**src/rtl/mem_stage_hs.sv**
```systemverilog
// Memory/writeback stage with valid/ready handshake and a req/ack memory port guarded by a timeout.
// Optional MEMSTAGE_ALIGN_CHECK_EN: odd-address memory ops are rejected without issuing a request.
package mem_stage_hs_pkg;
    typedef struct packed {
        logic mem2r;
        logic memwr;
    } memc_t;
endpackage

module mem_stage_hs
    import mem_stage_hs_pkg::*;
#(
    parameter int ALU_W   = 32,
    parameter int DATA_W  = 16,
    parameter int ADDR_W  = 16,
    parameter int INSTR_W = 16,
    parameter int TIMEOUT = 255
) (
    input  logic               clk_i,
    input  logic               rst_ni,
    input  logic               in_valid_i,
    output logic               in_ready_o,
    input  logic [INSTR_W-1:0] instruction_i,
    input  logic [ALU_W-1:0]   alu_i,
    input  memc_t              memc_i,
    input  logic [DATA_W-1:0]  r1_data_i,
    input  logic               r0_en_i,
    input  logic               halt_sys_i,
    output logic               mem_req_o,
    output logic               mem_we_o,
    output logic [ADDR_W-1:0]  mem_addr_o,
    output logic [DATA_W-1:0]  mem_wdata_o,
    input  logic               mem_ack_i,
    input  logic [DATA_W-1:0]  mem_rdata_i,
    output logic               out_valid_o,
    input  logic               out_ready_i,
    output logic [ALU_W-1:0]   data_o,
    output logic [DATA_W-1:0]  r1_data_out_o,
    output memc_t              out_memc_o,
    output logic               out_r0_en_o,
    output logic [INSTR_W-1:0] instruction_out_o,
    output logic               mem_timeout_o,
    output logic               misalign_o
);

    localparam int CNT_W = (TIMEOUT > 1) ? $clog2(TIMEOUT) : 1;
    localparam logic [CNT_W-1:0] CNT_LAST = CNT_W'(TIMEOUT - 1);

    typedef enum logic [1:0] {IDLE, REQ, OUT} state_t;

    state_t             state_q, state_d;
    logic [CNT_W-1:0]   cnt_q, cnt_d;
    logic [ALU_W-1:0]   alu_q, alu_d;
    logic [DATA_W-1:0]  low_q, low_d;
    logic [DATA_W-1:0]  r1_q, r1_d;
    logic [INSTR_W-1:0] instr_q, instr_d;
    memc_t              memc_q, memc_d;
    logic               r0en_q, r0en_d;
    logic               timeout_q, timeout_d;
`ifdef MEMSTAGE_ALIGN_CHECK_EN
    logic               misalign_q, misalign_d;
`endif
    logic               accept;
    logic               memOp;

    assign in_ready_o = !halt_sys_i && ((state_q == IDLE) || ((state_q == OUT) && out_ready_i));
    assign accept     = in_valid_i && in_ready_o;
    assign memOp      = memc_i.memwr | memc_i.mem2r;

    always_comb begin
        state_d   = state_q;
        cnt_d     = cnt_q;
        alu_d     = alu_q;
        low_d     = low_q;
        r1_d      = r1_q;
        instr_d   = instr_q;
        memc_d    = memc_q;
        r0en_d    = r0en_q;
        timeout_d = 1'b0;
`ifdef MEMSTAGE_ALIGN_CHECK_EN
        misalign_d = 1'b0;
`endif
        case (state_q)
            REQ: begin
                // A write wins when both flags are set, so only a pure load takes read data.
                if (mem_ack_i) begin
                    low_d   = (memc_q.mem2r && !memc_q.memwr) ? mem_rdata_i : alu_q[DATA_W-1:0];
                    cnt_d   = '0;
                    state_d = OUT;
                end else if (cnt_q == CNT_LAST) begin
                    low_d     = '0;
                    cnt_d     = '0;
                    timeout_d = 1'b1;
                    state_d   = OUT;
                end else begin
                    cnt_d = cnt_q + CNT_W'(1);
                end
            end
            OUT: begin
                if (out_ready_i) state_d = IDLE;
            end
            default: ;
        endcase

        // Accepts only happen in IDLE or a draining OUT, so they override the case above.
        if (accept) begin
            instr_d = instruction_i;
            alu_d   = alu_i;
            memc_d  = memc_i;
            r1_d    = r1_data_i;
            r0en_d  = r0_en_i;
            cnt_d   = '0;
            if (memOp) begin
                low_d = '0;
`ifdef MEMSTAGE_ALIGN_CHECK_EN
                if (alu_i[0]) begin
                    state_d    = OUT;
                    misalign_d = 1'b1;
                end else begin
                    state_d = REQ;
                end
`else
                state_d = REQ;
`endif
            end else begin
                low_d   = alu_i[DATA_W-1:0];
                state_d = OUT;
            end
        end
    end

    always_ff @(posedge clk_i or negedge rst_ni) begin
        if (!rst_ni) begin
            state_q   <= IDLE;
            cnt_q     <= '0;
            alu_q     <= '0;
            low_q     <= '0;
            r1_q      <= '0;
            instr_q   <= '0;
            memc_q    <= '0;
            r0en_q    <= 1'b0;
            timeout_q <= 1'b0;
`ifdef MEMSTAGE_ALIGN_CHECK_EN
            misalign_q <= 1'b0;
`endif
        end else begin
            state_q   <= state_d;
            cnt_q     <= cnt_d;
            alu_q     <= alu_d;
            low_q     <= low_d;
            r1_q      <= r1_d;
            instr_q   <= instr_d;
            memc_q    <= memc_d;
            r0en_q    <= r0en_d;
            timeout_q <= timeout_d;
`ifdef MEMSTAGE_ALIGN_CHECK_EN
            misalign_q <= misalign_d;
`endif
        end
    end

    assign mem_req_o         = (state_q == REQ);
    assign mem_we_o          = memc_q.memwr;
    assign mem_addr_o        = alu_q[ADDR_W-1:0];
    assign mem_wdata_o       = r1_q;
    assign out_valid_o       = (state_q == OUT);
    assign data_o            = {alu_q[ALU_W-1:DATA_W], low_q};
    assign r1_data_out_o     = r1_q;
    assign out_memc_o        = memc_q;
    assign out_r0_en_o       = r0en_q;
    assign instruction_out_o = instr_q;
    assign mem_timeout_o     = timeout_q;
`ifdef MEMSTAGE_ALIGN_CHECK_EN
    assign misalign_o        = misalign_q;
`else
    assign misalign_o        = 1'b0;
`endif

endmodule

```
**config.mk**
```make
export PLATFORM = sky130hd
export DESIGN_NAME = mem_stage_hs
export DESIGN_NICKNAME = d
export VERILOG_FILES = /design/src/rtl/mem_stage_hs.sv
export SDC_FILE = /design/constraint.sdc
export NUM_CORES = 1
export LEC_CHECK = 0
export CORE_MARGIN = 2
export CORE_UTILIZATION = 45
export DETAILED_ROUTE_END_ITERATION = 10
export PLACE_DENSITY_LB_ADDON = 0.15
export SYNTH_ARGS = -nofsm -noshare
export SYNTH_HDL_FRONTEND = slang
export SYNTH_SLANG_ARGS = --single-unit
```
**constraint.sdc**
```tcl
create_clock -name clk_i -period 2.7 [get_ports clk_i]
set_input_delay 0.405 -clock clk_i [delete_from_list [all_inputs] [get_ports clk_i]]
set_output_delay 0.405 -clock clk_i [all_outputs]
set_load 0.1 [all_outputs]
```
Word-level counts from Yosys, hierarchy flattened
Cells that the tools add are included.
{"block": "op_classes", "addsub": 1, "n_eq_ne": 5, "mux": 19, "bitwise": 1, "n_reduce_logical": 13}
{"operator": "$mux W16", "count": 6}
{"operator": "$mux W8", "count": 4}
{"operator": "$mux W2", "count": 5}
{"operator": "$add A8 B1 Y8 const B", "count": 1}
{"operator": "$eq A8 B8 Y1 const B", "count": 1}
{"operator": "$reduce_bool A3 Y1", "count": 2}
{"operator": "$logic_and A1 B1 Y1", "count": 4}
{"operator": "$ne A4 B1 Y1 const B", "count": 1}
{"operator": "$pmux W2 S2", "count": 1}
{"operator": "$mux W1", "count": 3}
{"operator": "$ne A3 B1 Y1 const B", "count": 1}
{"operator": "$reduce_and A3 Y1", "count": 1}
{"operator": "$eq A2 B1 Y1 const B", "count": 1}
{"operator": "$eq A2 B2 Y1 const B", "count": 1}
{"operator": "$logic_not A1 Y1", "count": 2}
{"operator": "$logic_not A2 Y1", "count": 1}
{"operator": "$reduce_and A2 Y1", "count": 1}
{"operator": "$reduce_bool A2 Y1", "count": 1}
{"operator": "$logic_or A1 B1 Y1", "count": 1}
{"operator": "$or A1 B1 Y1", "count": 1}
{"block": "totals", "register_bits": 94, "in_bits": 89, "output_inout_bits": 105, "wordCells": 49}

Longest topological paths before layout
{"block": "logic_depth", "ltp_word": 7, "ltp_mapped": 7, "mapped_depth_nobuf": 6}

Least setup slack after synthesis
Ideal clock, no wire load.
{"block": "synth_path", "kind": "register -> register", "start": "register state_q[0]", "end": "register state_q[1]", "setup_ns": 0.126, "arrival_ns": 3.393, "t_required_ns": 2.574, "setup_slack_ns": -0.820, "path_stages_with_launch": 7, "path_buffers": 0, "period_less_slack_ns": 3.520, "cell_sequence": "dfrtp_1 inv_1 ha_1 a21oi_4 nor2_1 nand2_1 a311o_1"}
{"block": "synth_via", "elab_chain_len": 7, "word_cells_on_any_way": 13, "classes_between": "eq/ne (4); mux (2); reduce/logical (7)"}
{"item": "start, declared", "line": "51", "text": "state_t state_q, state_d;"}
{"item": "start signal, assigned", "line": "147", "text": "state_q <= state_d;"}
{"item": "$eq A2 B2 Y1 *"}
{"item": "via out_valid_o", "line": "35", "text": "output logic out_valid_o,"}
{"item": "$logic_and A1 B1 Y1 *", "line": "66", "text": "assign in_ready_o = !halt_sys_i && ((state_q == IDLE) || ((state_q == OUT) && out_ready_i));"}
{"item": "$logic_or A1 B1 Y1 *", "line": "66"}
{"item": "$logic_and A1 B1 Y1 *", "line": "66"}
{"item": "via in_ready_o", "line": "22", "text": "output logic in_ready_o,"}
{"item": "$logic_and A1 B1 Y1 *", "line": "67", "text": "assign accept = in_valid_i && in_ready_o;"}
{"item": "$ne A4 B1 Y1 (no source line) (tied with other cells)"}
{"item": "$reduce_and A3 Y1 (no source line)"}
Mark *: on every way through the listed nets, which the timed path passes. The rest lies on a longest branch.
A chain may end at the register's enable or synchronous reset.

Worst setup path after layout
{"block": "layout_path", "start": "register state_q[0]", "end": "register low_q[4]"}
{"block": "layout_via", "elab_chain_len": 7, "word_cells_on_any_way": 11, "classes_between": "eq/ne (2); mux (1); reduce/logical (8)"}
{"item": "$eq A2 B2 Y1", "line": "66"}
{"item": "$logic_and A1 B1 Y1", "line": "66"}
{"item": "$logic_or A1 B1 Y1", "line": "66"}
{"item": "$logic_and A1 B1 Y1", "line": "66"}
{"item": "$logic_and A1 B1 Y1", "line": "67"}
{"item": "$reduce_bool A3 Y1 (no source line) / $reduce_bool A2 Y1 (equally long branches)"}
{"item": "$reduce_and A2 Y1 (no source line)"}
{"item": "end signal, assigned", "line": "150", "text": "low_q <= low_d;"}
{"item": "end, declared", "line": "54", "text": "logic [DATA_W-1:0] low_q, low_d;"}
Parallel ways exist; a longest one is shown, timed or not.

==> metrics.txt <==
total placed instance area 6060 um^2; Distinct cells, synth 36; minimum clock period after layout 2.18 ns; die width 102 um; Tightest Pin Transition 1.02 ns; clock buffer count from CTS 9; synthesized area 4340 um^2; worst hold slack across all endpoints 0.0439 ns; post-detailed-route DRC marker count 0; Die Area 10400 um^2; net count after synthesis 397; worst clock skew 0.0139 ns; number of violations of the max-capacitance limit 0; clock net sink count 94; final number of max-transition violations 0; Initial Util 46.7%; number of buffers inserted by port buffering 192; detailed-route wire length per cell 16.7 um; run status complete, no violations; ordered list of cells on the worst path inv_1 > ha_1 > a21oi_4 > nor4_4 > o2bb2ai_1 > mux2_4; number of global-route vias before repair 3216; flip-flop and latch count after synthesis 94; pin count of the biggest net entering global routing 49; total via count after detailed routing 3099; category of the critical setup timing path reg2reg; Mapped Cells 303; Synth async-reset ratio 100%; grt total ovfl 0; Final Hold Vio Count 0; Die Y 102 um; CTS resizes 0; crit path buf inv count 1; cell chosen for the clock root sky130_fd_sc_hd__clkbuf_8; Clock transition at path regs 0.09 ns; post-route setup slack 0.519 ns; number of vias per cell after detailed routing 5.05; setup violation total in the final timing report 0; Core Box Area 9280 um^2; Max stage delay on crit path 0.85 ns; number of buffers between clock root and the deepest sink 2; detailed placer's ending HPWL 7620 um; sequential fraction of the synthesis area 54.3%; CP Data Arrival Time 2.47 ns; maximum clock frequency 459 MHz; Area growth syn-to-layout 44.2%; startpoint type of the worst setup path register; kind of cell adding the most delay to the critical path simple AND/OR/NAND/NOR gates; synthesized area divided by synthesized cell count 14.3 um^2; All-Layer GR Usage 20.1%; count of synthesis-stage warnings from yosys 0; number of buffers added for setup after CTS 0; sort of element at the end of the critical path register; data required time of the worst path 2.99 ns; number of enable flip-flop cells after synthesis 0; unrepaired setup endpoints after global routing false; crit share post-route 80.8%; Core Rows 35; net total in the final layout 575; type of the tightest min-delay check in2async; Ant. Diodes 0; final std cell area, no fill 6250 um^2; hold-fix buffers at CTS 0; drt initial violations 78; clock latency on the worst-skew pair 0.36 ns; number of antenna-violating nets in the routed design 0; First-pass DRT Iterations 4; critical path fanouts, max 17; IO Count 194; Rel. slew slack 31.4%; CTS tree yes; fraction of final layout cells sized beyond drive strength 1 45.4%; count of H-tree levels built during CTS 3; Primary FF master, synth sky130_fd_sc_hd__dfrtp_1; cell at the slowest stage of the critical path sky130_fd_sc_hd__nor4_4; final WL 10300 um; first-pass GRT wire length 16100 um; initial antenna violation count 0; final weighted congestion of routability-driven global placement 0.728; worst slack at placement 0.240 ns; setup total negative slack 0 ns
-- Yosys cell counts (all sizes together), types with 2 or more instances --
| cell | number | area share (%) |
|---|---|---|
| mux2i | 16 | 3.7 |
| nor2 | 5 | 0.43 |
| dfrtp | 94 | 54 |
| o2bb2ai | 16 | 3.2 |
| buf | 32 | 5.3 |
| inv | 5 | 0.43 |
| nand3 | 3 | 0.35 |
| o31ai | 2 | 0.35 |
| o21ai | 6 | 0.69 |
| mux2 | 84 | 23 |
| ha | 5 | 1.4 |
| nand2 | 4 | 0.35 |
| nand4 | 2 | 0.29 |
| a21oi | 7 | 1.1 |
| or4 | 2 | 0.35 |
| or3 | 4 | 0.58 |
| nand2b | 4 | 0.75 |
-- kinds of logic after synthesis --
group / after synthesis / share of synthesized area, %
adder cells (fa/ha/maj): 5 / 1.44
flip-flops: 94 / 54.3
AO/OA/AOI/OAI: 39 / 7.65
multiplexers: 100 / 26.7
AND/OR/NAND/NOR: 27 / 4.13
buffers and inverters: 37 / 5.71
other: 1 / 0.0865
-- final timing paths --
kind                                   startpoint                     endpoint  slack (ns)  depth (start not counted)
min in group clk_i          alu_q[28]$_DFFE_PN0N_        alu_q[28]$_DFFE_PN0N_        0.51                          1
hold reg to reg             alu_q[28]$_DFFE_PN0N_        alu_q[28]$_DFFE_PN0N_        0.51                          1
setup / recovery           state_q[0]$_DFFE_PN0P_         low_q[4]$_DFFE_PN0P_        0.52                          6
setup reg to reg           state_q[0]$_DFFE_PN0P_         low_q[4]$_DFFE_PN0P_        0.52                          6
max in group asynchronous                  rst_ni         cnt_q[1]$_DFFE_PN0P_        1.99                          2
hold / removal                             rst_ni  mem_wdata_o[12]$_DFFE_PN0N_        0.04                          1
-- registers in the layout (all words and copies together) (netlist names) --
signal / flops
mem_wdata_o: 16
out_memc_o: 1
mem_timeout_o: 1
state_q: 2
low_q: 16
cnt_q: 8
alu_q: 32
out_r0_en_o: 1
instruction_out_o: 16
mem_we_o: 1
-- layer usage --
metal,up-vias,global-route usage (%),wire (um)
li1,1435,-,-
met1,1538,24.4,4110
met2,115,34.5,5190
met3,11,6.36,804
met4,0,5.95,141
met5,-,0,0
-- through the flow --
step                utilization, %  instances
global route                  67.3        614
finish                        67.3        614
detailed placement            65.2        599
CTS                           67.3        614
floorplan                        -        303
global placement              65.2        599
-- cell type report --
type | instances | area [um^2]
Clock buffer | 9 | 124
Clock inverter | 6 | 68.8
Fill cell | 724 | 3030
Inverter | 5 | 18.8
Multi-Input combinational cell | 172 | 1750
Sequential cell | 94 | 2350
Tap cell | 129 | 161
Timing Repair Buffer | 199 | 1770
-- placed cells by master, fill, tap and decap left out, types with 4 or more instances in the layout --
master | netlist | routed
sky130_fd_sc_hd__a21oi_1 | 6 | 6
sky130_fd_sc_hd__buf_12 | 1 | 5
sky130_fd_sc_hd__buf_4 | 19 | 107
sky130_fd_sc_hd__clkbuf_8 | 0 | 9
sky130_fd_sc_hd__clkdlybuf4s50_1 | 0 | 87
sky130_fd_sc_hd__dfrtp_1 | 94 | 94
sky130_fd_sc_hd__ha_1 | 5 | 5
sky130_fd_sc_hd__inv_1 | 5 | 5
sky130_fd_sc_hd__mux2_2 | 70 | 70
sky130_fd_sc_hd__mux2_4 | 14 | 14
sky130_fd_sc_hd__mux2i_1 | 16 | 16
sky130_fd_sc_hd__nand2_1 | 4 | 4
sky130_fd_sc_hd__o21ai_0 | 5 | 5
sky130_fd_sc_hd__o2bb2ai_1 | 16 | 16
sky130_fd_sc_hd__or3_1 | 4 | 4
Power is not shown: default switching activity piles up to over one toggle a cycle in this logic, so the estimate is an artifact.
